**config.mk**
```make
export PLATFORM = sky130hd
export DESIGN_NAME = fwd_hazard_unit
export DESIGN_NICKNAME = d
export VERILOG_FILES = /design/src/rtl/fwd_hazard_unit_pkg.sv /design/src/rtl/fwd_port_mux.sv /design/src/rtl/fwd_hazard_unit.sv
export SDC_FILE = /design/constraint.sdc
export NUM_CORES = 1
export LEC_CHECK = 0
export BUFFER_PORTS_ARGS = -buffer_cell sky130_fd_sc_hd__clkbuf_2
export CORE_MARGIN = 2
export CORE_UTILIZATION = 34
export DETAILED_ROUTE_END_ITERATION = 8
export GPL_TIMING_DRIVEN = 1
export HOLD_SLACK_MARGIN = 0.15
export PLACE_DENSITY = 0.77
export SKIP_LAST_GASP = 1
export SYNTH_ARGS = -nofsm -noshare
export SYNTH_HDL_FRONTEND = slang
export SYNTH_SLANG_ARGS = --single-unit
```
**constraint.sdc**
```tcl
create_clock -name clk -period 1.65 [get_ports clk]
set_clock_uncertainty 0.05 [all_clocks]
set_input_delay 0.165 -clock clk [delete_from_list [all_inputs] [get_ports clk]]
set_output_delay 0.165 -clock clk [all_outputs]
set_load 0.01 [all_outputs]
```
**src/rtl/fwd_hazard_unit_pkg.sv**
```systemverilog
// Shared types for the forwarding/hazard unit: scoreboard entry, select encoding, FSM states.
package fwd_pkg;

  localparam int unsigned FWD_REG_AW          = 5;
  localparam int unsigned NUM_FWD_STAGES_DFLT = 2;
  localparam int unsigned FWD_SEL_W           = $clog2(NUM_FWD_STAGES_DFLT + 1);
  localparam int unsigned SEL_RF              = 0;

  typedef struct packed {
    logic                  valid;
    logic [FWD_REG_AW-1:0] rd;
    logic                  we;
    logic                  is_load;
  } sb_entry_t;

  typedef enum logic {
    RUN   = 1'b0,
    STALL = 1'b1
  } fwd_state_e;

endpackage

```
**src/rtl/fwd_port_mux.sv**
```systemverilog
// One source operand: match against in-flight producers, youngest wins, select data.
module fwd_port_mux
  import fwd_pkg::*;
#(
  parameter int unsigned XLEN           = 32,
  parameter int unsigned NUM_FWD_STAGES = 2,
  parameter int unsigned LOAD_LAT       = 1,
  parameter int unsigned REG_AW         = 5,
  localparam int unsigned SEL_W         = $clog2(NUM_FWD_STAGES + 1)
) (
  input  sb_entry_t [NUM_FWD_STAGES-1:0] sb,
  input  logic [REG_AW-1:0]              rs_addr,
  input  logic [XLEN-1:0]                rs_data,
  input  logic [NUM_FWD_STAGES*XLEN-1:0] stg_data,
  output logic [XLEN-1:0]                data_c,
  output logic [SEL_W-1:0]               sel_c,
  output logic                           load_use_c
);

  // Walk oldest to youngest so the lowest-index match is the final assignment.
  always_comb begin
    data_c     = rs_data;
    sel_c      = SEL_W'(SEL_RF);
    load_use_c = 1'b0;
    for (int k = int'(NUM_FWD_STAGES) - 1; k >= 0; k--) begin
      if (sb[k].valid && sb[k].we && (sb[k].rd == FWD_REG_AW'(rs_addr)) &&
          (rs_addr != '0)) begin
        data_c     = stg_data[k*XLEN +: XLEN];
        sel_c      = SEL_W'(k + 1);
        load_use_c = sb[k].is_load && (k < int'(LOAD_LAT));
      end
    end
  end

endmodule

```
**src/rtl/fwd_hazard_unit.sv**
```systemverilog
// Operand forwarding and load-use stall unit; FWD_PERF_CNT_EN adds stall/forward counters.
module fwd_hazard_unit
  import fwd_pkg::*;
#(
  parameter int unsigned XLEN           = 32,
  parameter int unsigned NUM_RD_PORTS   = 2,
  parameter int unsigned NUM_FWD_STAGES = 2,
  parameter int unsigned LOAD_LAT       = 1,
  parameter int unsigned REG_AW         = 5,
  localparam int unsigned SEL_W         = $clog2(NUM_FWD_STAGES + 1)
) (
  input  logic                            clk,
  input  logic                            rstn,
  input  logic                            flush,
  input  logic                            id_valid,
  input  logic [NUM_RD_PORTS*REG_AW-1:0]  id_rs_addr,
  input  logic [NUM_RD_PORTS*XLEN-1:0]    id_rs_data,
  input  logic [REG_AW-1:0]               id_rd_addr,
  input  logic                            id_rd_we,
  input  logic                            id_is_load,
  input  logic [NUM_FWD_STAGES*XLEN-1:0]  stg_data,
  output logic [NUM_RD_PORTS*XLEN-1:0]    fwd_rs_data,
  output logic [NUM_RD_PORTS*SEL_W-1:0]   fwd_sel,
  output logic                            stall
`ifdef FWD_PERF_CNT_EN
  ,
  output logic [31:0]                     perf_stall_cnt,
  output logic [31:0]                     perf_fwd_cnt
`endif
);

  sb_entry_t [NUM_FWD_STAGES-1:0] sb_q;
  fwd_state_e                     state_q, state_d;
  logic [NUM_RD_PORTS*XLEN-1:0]   mux_data;
  logic [NUM_RD_PORTS*SEL_W-1:0]  mux_sel;
  logic [NUM_RD_PORTS-1:0]        port_load_use;
  logic                           hazard_c;
  logic                           stall_c;

  for (genvar p = 0; p < int'(NUM_RD_PORTS); p++) begin : g_port
    fwd_port_mux #(
      .XLEN           (XLEN),
      .NUM_FWD_STAGES (NUM_FWD_STAGES),
      .LOAD_LAT       (LOAD_LAT),
      .REG_AW         (REG_AW)
    ) u_mux (
      .sb         (sb_q),
      .rs_addr    (id_rs_addr[p*REG_AW +: REG_AW]),
      .rs_data    (id_rs_data[p*XLEN +: XLEN]),
      .stg_data   (stg_data),
      .data_c     (mux_data[p*XLEN +: XLEN]),
      .sel_c      (mux_sel[p*SEL_W +: SEL_W]),
      .load_use_c (port_load_use[p])
    );
  end

  assign hazard_c = id_valid && (|port_load_use);

  // Scoreboard pipe; a stalled or flushed decode slot enters as a bubble.
  always_ff @(posedge clk or negedge rstn) begin
    if (!rstn) begin
      sb_q <= '0;
    end else if (flush) begin
      sb_q <= '0;
    end else begin
      sb_q[0] <= '{valid:   id_valid && !stall_c,
                   rd:      FWD_REG_AW'(id_rd_addr),
                   we:      id_rd_we,
                   is_load: id_is_load};
      for (int k = 1; k < int'(NUM_FWD_STAGES); k++) begin
        sb_q[k] <= sb_q[k-1];
      end
    end
  end

  always_ff @(posedge clk or negedge rstn) begin
    if (!rstn) state_q <= RUN;
    else       state_q <= state_d;
  end

  // Hazards age out as the load moves down the pipe, so STALL is self-limiting.
  always_comb begin
    state_d = state_q;
    stall_c = 1'b0;
    unique case (state_q)
      RUN: begin
        if (hazard_c && !flush) begin
          state_d = STALL;
          stall_c = 1'b1;
        end
      end
      STALL: begin
        if (flush || !hazard_c) state_d = RUN;
        else                    stall_c = 1'b1;
      end
      default: state_d = RUN;
    endcase
  end

  // Zero latency path, forced to zero while reset is held.
  assign fwd_rs_data = rstn ? mux_data : '0;
  assign fwd_sel     = rstn ? mux_sel  : '0;
  assign stall       = rstn && stall_c;

`ifdef FWD_PERF_CNT_EN
  always_ff @(posedge clk or negedge rstn) begin
    if (!rstn) begin
      perf_stall_cnt <= '0;
      perf_fwd_cnt   <= '0;
    end else begin
      if (stall_c && (perf_stall_cnt != '1))
        perf_stall_cnt <= perf_stall_cnt + 32'd1;
      if (id_valid && !stall_c && (|mux_sel) && (perf_fwd_cnt != '1))
        perf_fwd_cnt <= perf_fwd_cnt + 32'd1;
    end
  end
`endif

endmodule

```
==> results of run 1 <==
## worst reg2reg max path, delay by kind of cell, from the launching register on
family | cells | cell delay (ps)
AO/OA/AOI/OAI | 1 | 200
XOR/XNOR | 1 | 170
buffers and inverters | 2 | 400
flip-flops | 1 | 410
AND/OR/NAND/NOR | 3 | 480
## cells by family (layout without fill, tap and decap cells)
group | count (synthesis) | in the layout | share of synthesized area [%]
compound gates | 132 | 132 | 31.7
simple gates | 99 | 99 | 20.9
buf+inv | 36 | 289 | 10.1
xor+xnor | 18 | 18 | 6.90
mux | 32 | 32 | 14.0
flops | 15 | 15 | 16.4
## cells in the final DEF, fill, tap and decap left out, types with 15 or more instances in the layout
cell type / count
sky130_fd_sc_hd__nand2_4: 23
sky130_fd_sc_hd__nand2_1: 35
sky130_fd_sc_hd__dfrtp_1: 15
sky130_fd_sc_hd__buf_6: 21
sky130_fd_sc_hd__buf_4: 32
sky130_fd_sc_hd__clkbuf_2: 189
sky130_fd_sc_hd__a31oi_4: 30
sky130_fd_sc_hd__mux2i_1: 26
sky130_fd_sc_hd__o21ai_2: 21
sky130_fd_sc_hd__o21ai_1: 34
sky130_fd_sc_hd__a21oi_2: 25
## per-stage QoR
stage	utilization, %	hold WS (ps)	instances
floorplan	-	-181	332
global placement	66.5	-73.8	634
detailed placement	66.5	-72.6	634
CTS	78.7	220	665
global route	81.5	247	662
finish	81.5	239	662
## cell usage after synthesis (all sizes together)
| master | n |
|---|---|
| o21ai | 64 |
| nand2 | 69 |
| inv | 4 |
| nor3b | 2 |
| a21boi | 1 |
| nor4 | 5 |
| nand4 | 3 |
| and3 | 1 |
| and2 | 1 |
| clkbuf | 13 |
| o221a | 1 |
| mux2i | 32 |
| a211oi | 1 |
| a31oi | 32 |
| nor2 | 3 |
| buf | 19 |
| a221oi | 1 |
| a21oi | 32 |
| and4b | 1 |
| xor2 | 13 |
| dfrtp | 15 |
| nor2b | 14 |
| xnor2 | 5 |
## power by group through the flow
stage / Combinational, W / Sequential [W] / Clock (W)
2_1_floorplan: 0.000363 / 0.000402 / 0
3_3_place_gp: 0.000709 / 0.000404 / 0
3_5_place_dp: 0.000729 / 0.000405 / 0
4_1_cts: 0.000791 / 0.000398 / 0.000301
5_1_grt: 0.000914 / 0.000400 / 0.000319
6_report: 0.000860 / 0.000399 / 0.000298
## how the worst min path moves through the flow
stage          start  endpoint  slack [ps]  depth (start not counted)
2_1_floorplan   rstn   sb_q[0]        -180                          0
3_3_place_gp    rstn   sb_q[6]         -70                          1
3_5_place_dp    rstn   sb_q[4]         -70                          1
4_1_cts         rstn   sb_q[4]         220                          2
5_1_grt         rstn   sb_q[4]         250                          2
6_report        rstn   sb_q[4]         240                          2
## area by class of cell
| class | instances | area share [%] |
|---|---|---|
| Inverter | 4 | 0.287 |
| Timing Repair Buffer | 281 | 37.8 |
| Clock buffer | 4 | 0.861 |
| Multi-Input combinational cell | 281 | 52.0 |
| Sequential cell | 15 | 7.18 |
| Tap cell | 77 | 1.84 |
## layer usage
layer | track usage [%] | vias to the layer above | wire length (µm)
met5 | 0 | - | 0
met4 | 15.3 | 0 | 377
met3 | 4.62 | 36 | 791
met2 | 56.4 | 203 | 6590
met1 | 29.5 | 1701 | 4240
li1 | - | 1713 | -
## repair_timing
item                                    4_1_cts  5_1_grt
hold buffers                                  9        0
pin swaps                                    22       11
buffers inserted                             10        1
endpoints found under the setup margin       70       70
endpoints found under the hold margin        15        0
cloned                                        8        1
resized for setup                            86       92
==> qor.tcl, run 1 <==
set qor(run_status) {complete, but fails checks}
set qor(failed_checks) {negative setup slack}
set qor(pwr_density_cell_nw_per_um2) 298
set qor(design.portCount) 218
set qor(place_worst_setup_slack_ps) -433
set qor(cells_along_the_critical_path) {xor2_1 -> nor4_2 -> nand4_1 -> buf_6 -> a21boi_2 -> and4b_1 -> clkbuf_2}
set qor(fmax_mhz) 433
set qor(regArea_um2) 375
set qor(post_synth_num_cell_types) 28
set qor(worstPathRequired_ps) 1430
set qor(worstSetupPathDepth) 7
set qor(timing.critical_path.slowest_stage_cell) {sky130_fd_sc_hd__dfrtp_1}
set qor(reg2reg_setup_slack_ps) -170
set qor(max-slew-margin-rel_pct) 71.0
set qor(synth-seq-cells) 15
set qor(detailedPlacementHpwl_um) 7770
set qor(drt_iter0_markers) 116
set qor(n_antenna_cell) 0
set qor(r2r-start) {sb_q[6]}
set qor(vias_in_the_first_global_route) 3876
set qor(synthTopCellsByArea) {sky130_fd_sc_hd__dfrtp_1 16%, sky130_fd_sc_hd__mux2i_1 14%, sky130_fd_sc_hd__o21ai_0 12%}
set qor(tightestPinTransition_ps) 435
set qor(total_routing_resource_utilization_after_global_routing_pct) 29.2
set qor(area_used_by_multi_input_combinational_logic_um2) 2720
set qor(area.growth.synth_to_final_pct) 129
set qor(antenna_left) 0
set qor(design_area_um2) 5230
set qor(routedWlPerCell_um) 18.1
set qor(p_switching_w) 0.000579
set qor(placed_area_um2) 4270
set qor(finalMaxSlewViolations) 0
set qor(timing_worst_setup_path_type) {reg2out}
set qor(numClockSinks) 15
set qor(grt_max_degree) 74
set qor(hold_path_class) {in2async}
set qor(worst_r2r_path_depth) 7
set qor(routed-via-count) 3653
set qor(sw_frac_of_total_pct) 37.2
set qor(finalSetupTns_ps) -40820
set qor(crit_path_start_kind) {flop}
set qor(maxCapViolCount) 0
set qor(cts.reportedPaths.clkPinSlew_ps) 60
set qor(detail_route.wirelength_um) 12000
set qor(power_w) 0.00156
set qor(rsz0062_at_grt) {yes}
set qor(tritoncts) {done}
set qor(proportion_of_power_drawn_by_flip_flops_and_latches_pct) 25.6
set qor(detail_route.vias_per_cell) 5.52
set qor(share_comb_of_total_power_pct) 55.3
set qor(power_leakage_nw) 2.69
set qor(area_fraction_of_the_dominant_cell_type_after_synthesis_pct) 16.4
set qor(largest_register_ff_count) 15
set qor(fin_crit_ps) 2310
set qor(globalRoute.totalOverflow) 0
set qor(final-setup-viol-count) 70
set qor(remaining_drc_errors) 0
set qor(grt_first_pass_wirelength_um) 17300
set qor(cts-root-to-sink-buffers) 2
set qor(core-area_um2) 6420
set qor(ir_drop_v) 0.000492
set qor(syn_avg_cell_area_um2) 6.89
set qor(num-nets-final) 735
set qor(finalHoldViolCount) 0
set qor(port_buffers) 217
set qor(die_area_um2) 7400
set qor(start_util_pct) 35.6
set qor(detailedRoute.firstPassIterationCount) 4
set qor(yosysWarnings) 0
set qor(number_of_buffers_inserted_during_clock_tree_synthesis) 3
set qor(crit_path_max_incr_delay_ps) 410
set qor(part_of_the_cycle_the_worst_path_needs_pct) 140
set qor(netlist_area_um2) 2290
set qor(fp-row-count) 29
set qor(worst-path-buf-inv) 2
set qor(setup.worst_path.start) {sb_q[6]}
set qor(htree_levels) 1
set qor(worstReg2RegEnd) {sb_q[7]}
set qor(critPathArrivalTime_ps) 2090
set qor(p_int_w) 0.000978
set qor(filler_cell_count) 411
set qor(die_width_um) 86.0
set qor(gp_routability_congestion) 0.955
set qor(synth_area_leader_cell) {sky130_fd_sc_hd__dfrtp_1}
set qor(drive_above_1_share_pct) 71.6
set qor(antenna_violations_before_repair) 0
set qor(largest_register) {sb_q}
set qor(synth.net_count) 481
set qor(dieHeight_um) 86.0
set qor(ys_seq_area_share_pct) 16.4
set qor(critical_path.top_delay_family) {simple AND/OR/NAND/NOR gates}
set qor(setup_ws_ps) -658
set qor(top_regs) {sb_q: 15 flops}
set qor(capturing_element_type_of_the_critical_path) {primary output}
set qor(clock_power_share_pct) 19.1
set qor(clock_insertion_delay_worst_skew_ps) 250
set qor(synth_cells) 332
set qor(worst_setup_path_endpoint) {stall}
set qor(cts-root-buf) {sky130_fd_sc_hd__clkbuf_8}
set qor(critical_path_peak_fanout) 30
Note: power is estimated with default switching activity, not from simulation.
==> run 2: changes to the inputs <==
- ABC_AREA: default -> 1
- CORE_UTILIZATION: 34 -> 39
==> run 2 against run 1 <==
  * The flow still finishes with violations (negative setup slack)
  * Via count increased by 22%
  * Clock power is 6.7% higher
  * Setup slack better by 290 ps
  * Total power fell by 2.5%
  * Sequential cell count did not move
  * Die area rose by 19%
  * First-iteration DRC count grew 22%
==> qor.tcl, run 2 <==
set qor(synth_commonest_cells) {258 x sky130_fd_sc_hd__nand2_1, 118 x sky130_fd_sc_hd__inv_1, 102 x sky130_fd_sc_hd__nand3_1}
set qor(met3_wirelength_um) 864
set qor(synth.net_count) 768
set qor(finalHoldWorstSlack_ps) 178
set qor(ys_seq_area_share_pct) 11.9
set qor(wirelength_met1_um) 4670
set qor(globalRoute.totalOverflow) 0
set qor(share_comb_of_total_power_pct) 52.8
set qor(post_synth_num_cell_types) 19
set qor(number_of_buffers_inserted_during_clock_tree_synthesis) 3
set qor(yosysWarnings) 0
set qor(grt_max_degree) 26
set qor(cts-root-to-sink-buffers) 2
set qor(met2_wirelength_um) 6050
set qor(tritoncts) {done}
set qor(detailedPlacementHpwl_um) 8840
set qor(maxCapViolCount) 0
set qor(filler_cell_count) 820
set qor(failed_checks) {negative setup slack}
set qor(highest-signal-layer) {met4}
set qor(hold_path_class) {in2reg}
set qor(p_int_w) 0.000924
set qor(cts-root-buf) {sky130_fd_sc_hd__clkbuf_8}
set qor(clock_power_share_pct) 20.9
set qor(routed-via-count) 4460
set qor(sw_frac_of_total_pct) 39.2
set qor(cp_common_cell) {sky130_fd_sc_hd__nand2_1}
set qor(drt_iter0_markers) 142
set qor(largest_register) {sb_q}
set qor(core-area_um2) 7810
set qor(total_routing_resource_utilization_after_global_routing_pct) 25.0
set qor(synthFlopType) {sky130_fd_sc_hd__dfrtp_1}
set qor(synth_edf_count) 0
set qor(capturing_element_type_of_the_critical_path) {primary output}
set qor(crit_path_start_kind) {flop}
set qor(detailedRoute.firstPassIterationCount) 5
set qor(critical_path_peak_fanout) 12
set qor(cells_along_the_critical_path) {inv_2 -> nand2_2 -> nand2_1 -> nand2_1 -> nor2_2 -> nand2_2 -> nor2_4 -> buf_12 -> nand2_1 -> nand2_1 -> clkbuf_2}
set qor(htree_levels) 1
set qor(fp-row-count) 32
set qor(grt_first_pass_wirelength_um) 18100
set qor(p_switching_w) 0.000596
set qor(synthTopCellsByArea) {sky130_fd_sc_hd__nand2_1 31%, sky130_fd_sc_hd__nand3_1 16%, sky130_fd_sc_hd__inv_1 14%}
set qor(setup_ws_ps) -367
set qor(n_antenna_cell) 0
set qor(die_area_um2) 8840
set qor(routedWlPerCell_um) 12.2
set qor(fin_crit_ps) 2020
set qor(tightestPinTransition_ps) 463
set qor(gp_routability_congestion) 0.850
set qor(commonest_non_fill_non_tap_cell_in_the_layout) {sky130_fd_sc_hd__nand2_1}
set qor(post-synth-top-count-cell) {sky130_fd_sc_hd__nand2_1}
set qor(netlist_area_um2) 3160
set qor(numClockSinks) 15
set qor(top_regs) {sb_q: 15 flops}
set qor(pwr_density_cell_nw_per_um2) 313
set qor(fmax_mhz) 496
set qor(run_status) {complete, but fails checks}
set qor(finalHoldViolCount) 0
set qor(syn_avg_cell_area_um2) 5.10
set qor(die_width_um) 94.0
set qor(ir_drop_v) 0.000541
set qor(synth-seq-cells) 15
set qor(remaining_drc_errors) 0
set qor(detail_route.vias_per_cell) 4.68
set qor(detail_route.wirelength_um) 11700
set qor(share_of_synthesized_flip_flops_with_an_asynchronous_set_or_reset_pct) 100
set qor(layout_common_cells) {238 x sky130_fd_sc_hd__nand2_1, 197 x sky130_fd_sc_hd__clkbuf_2, 117 x sky130_fd_sc_hd__inv_1, 101 x sky130_fd_sc_hd__nand3_1, 30 x sky130_fd_sc_hd__nand3_2}
set qor(antenna_violations_before_repair) 0
set qor(cts.reportedPaths.clkPinSlew_ps) 70
set qor(worst-path-buf-inv) 3
set qor(num-nets-final) 1002
set qor(synth_area_leader_cell) {sky130_fd_sc_hd__nand2_1}
set qor(synth_cells) 619
set qor(area.growth.synth_to_final_pct) 53.8
set qor(power_w) 0.00152
set qor(start_util_pct) 40.5
set qor(rsz0062_at_grt) {yes}
set qor(antenna_left) 0
set qor(timing_worst_setup_path_type) {reg2out}
set qor(dieHeight_um) 94.0
set qor(critPathArrivalTime_ps) 1800
set qor(design.portCount) 218
set qor(max-slew-margin-rel_pct) 69.1
set qor(drive_above_1_share_pct) 39.8
set qor(finalMaxSlewViolations) 0
set qor(final-setup-viol-count) 69
set qor(proportion_of_power_drawn_by_flip_flops_and_latches_pct) 26.3
set qor(port_buffers) 217
set qor(vias_in_the_first_global_route) 4096
set qor(power_leakage_nw) 3.24
set qor(worstPathRequired_ps) 1430
set qor(critical_path.top_delay_family) {simple AND/OR/NAND/NOR gates}
set qor(clock_insertion_delay_worst_skew_ps) 260
set qor(crit_path_max_incr_delay_ps) 420
set qor(part_of_the_cycle_the_worst_path_needs_pct) 122
set qor(timing.critical_path.slowest_stage_cell) {sky130_fd_sc_hd__dfrtp_1}
set qor(area_fraction_of_the_dominant_cell_type_after_synthesis_pct) 30.7
set qor(largest_register_ff_count) 15
run 2: changes by cell type in the layout (fill, tap and decap cells not counted), moves of 26 or more:
cell                      change
sky130_fd_sc_hd__o21ai_1     -34
sky130_fd_sc_hd__inv_1      +113
sky130_fd_sc_hd__nand2_1    +203
sky130_fd_sc_hd__mux2i_1     -26
sky130_fd_sc_hd__nand3_1    +101
sky130_fd_sc_hd__nand3_2     +30
sky130_fd_sc_hd__a31oi_4     -30
run 2: per-layer routing:
metal	track usage [%]	vias up
met5	0	-
met4	3.62	0
met3	2.33	11
met2	48.1	186
met1	30.3	1945
li1	-	2318
run 2: timing repair:
item                                    in CTS  in global routing
endpoints found under the setup margin      69                 69
pin swaps                                    3                 14
buffers inserted                             2                  0
gates resized for setup                      8                 53
gates cloned                                 0                  3
hold endpoints to repair                    22                  0
hold buffers                                 8                  0
run 2: layout make-up:
class	instances	area, µm²	area share (%)
repair buffers	260	1630	33.5
multi-input cells	443	2190	45.1
well taps	102	128	2.63
clock inverters	1	7.51	0.154
inverters	130	488	10.0
clock buffers	3	41.3	0.850
flip-flops and latches	15	377	7.75
run 2: kinds of logic after synthesis:
| logic type | Yosys count | synth area share, % |
|---|---|---|
| AOI/OAI and AO/OA | 3 | 0.555 |
| xor gates and xnor gates | 4 | 1.11 |
| buffers and inverters | 161 | 22.3 |
| DFF | 15 | 11.9 |
| and+or+nand+nor | 436 | 64.1 |
run 2: worst min-delay path: cells and delay by family:
family | cells | cell delay, ps
buf+inv | 2 | 120
compound gates | 1 | 110
simple gates | 1 | 40
run 2: path summary, 6_finish.rpt:
kind                           from               to  slack, ps  depth (start not counted)
max reg2reg                 sb_q[5]          sb_q[7]        260                          7
min in group asynchronous      rstn          sb_q[4]        350                          3
max                         sb_q[4]  fwd_rs_data[26]       -370                         11
min                        id_valid          sb_q[7]        180                          4
min reg2reg                 sb_q[0]          sb_q[7]        420                          1
max in group asynchronous      rstn          sb_q[5]       1010                          3
run 2: per-stage QoR:
step	cells	utilization [%]	area, µm²	TNS, ps	setup slack (ps)
detailed placement	937	57.8	4510	-2830	-79.0
floorplan	619	-	3160	0	159
global route	954	62.2	4860	-31210	-502
CTS	951	60.0	4690	-21880	-349
finish	954	62.2	4860	-22790	-367
global placement	937	57.8	4510	-1210	-82.6
run 2: power groups by stage:
stage | clock (W) | sequential (W) | combinational [W]
4_1_cts | 0.000318 | 0.000398 | 0.000779
2_1_floorplan | 0 | 0.000402 | 0.000380
3_5_place_dp | 0 | 0.000405 | 0.000752
3_3_place_gp | 0 | 0.000404 | 0.000746
5_1_grt | 0.000334 | 0.000401 | 0.000901
6_report | 0.000318 | 0.000399 | 0.000802
==> run 3: changes to the inputs <==
- PLACE_DENSITY: 0.77 -> 0.79
==> run 3 against run 2 <==
  * The run still ends with negative setup slack left
  * Total power is 4.9% higher
  * Final cell count is 2.6% higher
  * Global-route usage is 2.6 points higher
  * Clock power is 4% lower
  * Design area is 10% higher
  * Sequential power hardly changed
  * Combinational power is 11% higher
  * Sequential cell count stayed put
  * Sequential share of layout area is 0.75 points lower
  * First-iteration DRC count is 25% higher
  * Count of clock-buffer cells in the layout is 1 higher
  * Utilization is 6.5 points higher
  * Critical path type unchanged
  * Largest cell class unchanged
==> qor.tcl, run 3 (synthesis gave the netlist of run 2 again) <==
set qor(filler_cell_count) 756
set qor(htree_levels) 1
set qor(place_worst_setup_slack_ps) -565
set qor(largest_register) {sb_q}
set qor(start_util_pct) 40.5
set qor(grt_max_degree) 33
set qor(rsz0062_at_grt) {yes}
set qor(antenna_left) 0
set qor(drive_above_1_share_pct) 43.7
set qor(antenna_violations_before_repair) 0
set qor(grt_first_pass_wirelength_um) 19600
set qor(drt_iter0_markers) 178
set qor(clock_insertion_delay_worst_skew_ps) 250
set qor(min_path_cells) 4
set qor(maxCapViolCount) 0
set qor(failed_checks) {negative setup slack}
set qor(detailedPlacementHpwl_um) 8960
set qor(detailedRoute.firstPassIterationCount) 5
set qor(crit_path_max_incr_delay_ps) 420
set qor(design.portCount) 218
set qor(fp-row-count) 32
set qor(tightestPinTransition_ps) 312
set qor(timing_worst_setup_path_type) {reg2out}
set qor(hold_path_class) {in2reg}
set qor(core-area_um2) 7810
set qor(timing.critical_path.slowest_stage_cell) {sky130_fd_sc_hd__dfrtp_1}
set qor(cells_along_the_critical_path) {inv_2 -> buf_6 -> nand2_2 -> nand2_2 -> nor2_4 -> buf_6 -> nand2_4 -> nor2_4 -> nor2_4 -> clkbuf_16 -> nand3_2 -> nand2_1 -> buf_2}
set qor(power_leakage_nw) 3.48
set qor(part_of_the_cycle_the_worst_path_needs_pct) 131
set qor(num-nets-final) 1027
set qor(pwr_density_cell_nw_per_um2) 297
set qor(number_of_buffers_inserted_during_clock_tree_synthesis) 3
set qor(globalRoute.totalOverflow) 0
set qor(placed_area_um2) 4560
set qor(area.growth.synth_to_final_pct) 69.8
set qor(worstPathRequired_ps) 1430
set qor(cts-root-to-sink-buffers) 2
set qor(n_antenna_cell) 0
set qor(finalSetupTns_ps) -31940
set qor(ir_drop_v) 0.000384
set qor(top_regs) {sb_q: 15 flops}
set qor(dieHeight_um) 94.0
set qor(area_used_by_multi_input_combinational_logic_um2) 2320
set qor(total_routing_resource_utilization_after_global_routing_pct) 27.6
set qor(layout_common_cells) {227 x sky130_fd_sc_hd__nand2_1, 173 x sky130_fd_sc_hd__clkbuf_2, 117 x sky130_fd_sc_hd__inv_1, 96 x sky130_fd_sc_hd__nand3_1, 37 x sky130_fd_sc_hd__buf_2}
set qor(crit_path_start_kind) {flop}
set qor(finalHoldViolCount) 0
set qor(fmax_mhz) 462
set qor(critical_path.top_delay_family) {simple AND/OR/NAND/NOR gates}
set qor(finalHoldWorstSlack_ps) 200
set qor(vias_in_the_first_global_route) 4108
set qor(routed-via-count) 4639
set qor(remaining_drc_errors) 0
set qor(detail_route.wirelength_um) 13300
set qor(layout.core_utilization_pct) 68.7
set qor(numClockSinks) 15
set qor(port_buffers) 217
set qor(die_area_um2) 8840
set qor(run_status) {complete, but fails checks}
set qor(routedWlPerCell_um) 13.6
set qor(cts.reportedPaths.clkPinSlew_ps) 60
set qor(finalMaxSlewViolations) 0
set qor(cp_common_cell) {sky130_fd_sc_hd__nor2_4}
set qor(die_width_um) 94.0
set qor(fin_crit_ps) 2170
set qor(largest_register_ff_count) 15
set qor(worstSetupPathDepth) 13
set qor(detail_route.vias_per_cell) 4.74
set qor(commonest_non_fill_non_tap_cell_in_the_layout) {sky130_fd_sc_hd__nand2_1}
set qor(critPathArrivalTime_ps) 1950
set qor(design_area_um2) 5370
set qor(setup_ws_ps) -516
set qor(tritoncts) {done}
set qor(capturing_element_type_of_the_critical_path) {primary output}
set qor(worst_r2r_path_depth) 10
set qor(max-slew-margin-rel_pct) 79.2
set qor(gp_routability_congestion) 0.881
set qor(final-setup-viol-count) 69
set qor(critical_path_peak_fanout) 6
set qor(cts-root-buf) {sky130_fd_sc_hd__clkbuf_8}
set qor(regArea_um2) 375
set qor(worst-path-buf-inv) 5
## run 3: changes by cell type in the layout (fill, tap and decap cells not counted), moves of 7 or more
cell | previous run | this run
sky130_fd_sc_hd__buf_2 | 17 | 37
sky130_fd_sc_hd__buf_4 | 18 | 25
sky130_fd_sc_hd__buf_6 | 8 | 20
sky130_fd_sc_hd__clkbuf_2 | 197 | 173
sky130_fd_sc_hd__nand2_1 | 238 | 227
sky130_fd_sc_hd__nand2_4 | 3 | 10
## run 3: what timing repair did
item | CTS | global route
pin swaps | 10 | 32
hold endpoints to repair | 22 | 0
resized for setup | 29 | 102
hold buffers | 8 | 0
endpoints found under the setup margin | 69 | 69
cloned | 6 | 3
setup buffers | 14 | 3
## run 3: worst min-delay path: cells and delay by family
family          cells  cell delay (ps)
simple gates        1               40
buf+inv             2              120
compound gates      1              130
## run 3: path summary, 6_finish.rpt
| kind | start | end | slack, ps |
|---|---|---|---|
| max | sb_q[5] | fwd_rs_data[45] | -520 |
| max reg2reg | sb_q[5] | sb_q[7] | 120 |
| min reg2reg | sb_q[0] | sb_q[7] | 440 |
| min in group asynchronous | rstn | sb_q[6] | 350 |
| max in group asynchronous | rstn | sb_q[9] | 1020 |
| min | id_valid | sb_q[7] | 200 |
## run 3: cell type report
cell class | instances | share of cell area (%)
timing repair buffer | 284 | 37.5
tap | 102 | 2.38
clock buffer | 4 | 0.840
multi-input combinational | 444 | 43.2
sequential | 15 | 7.00
inverter | 130 | 9.10
## run 3: through the flow
stage | power [W] | std cells
2_1_floorplan | 0.000782 | 619
3_3_place_gp | 0.00116 | 943
3_5_place_dp | 0.00116 | 943
4_1_cts | 0.00153 | 974
5_1_grt | 0.00171 | 979
6_report | 0.00159 | 979
## run 3: metal layers
layer | track usage (%) | share of wire (%)
met2 | 51.1 | 51
met5 | 0 | 0
met3 | 3.21 | 7.7
met1 | 34.0 | 39
met4 | 6.28 | 2.0
## run 3: power breakdown
group / internal (W) / switching [W]
Clock: 0.000171 / 0.000133
Sequential: 0.000384 / 0.0000134
Combinational: 0.000417 / 0.000474
Total: 0.000972 / 0.000621
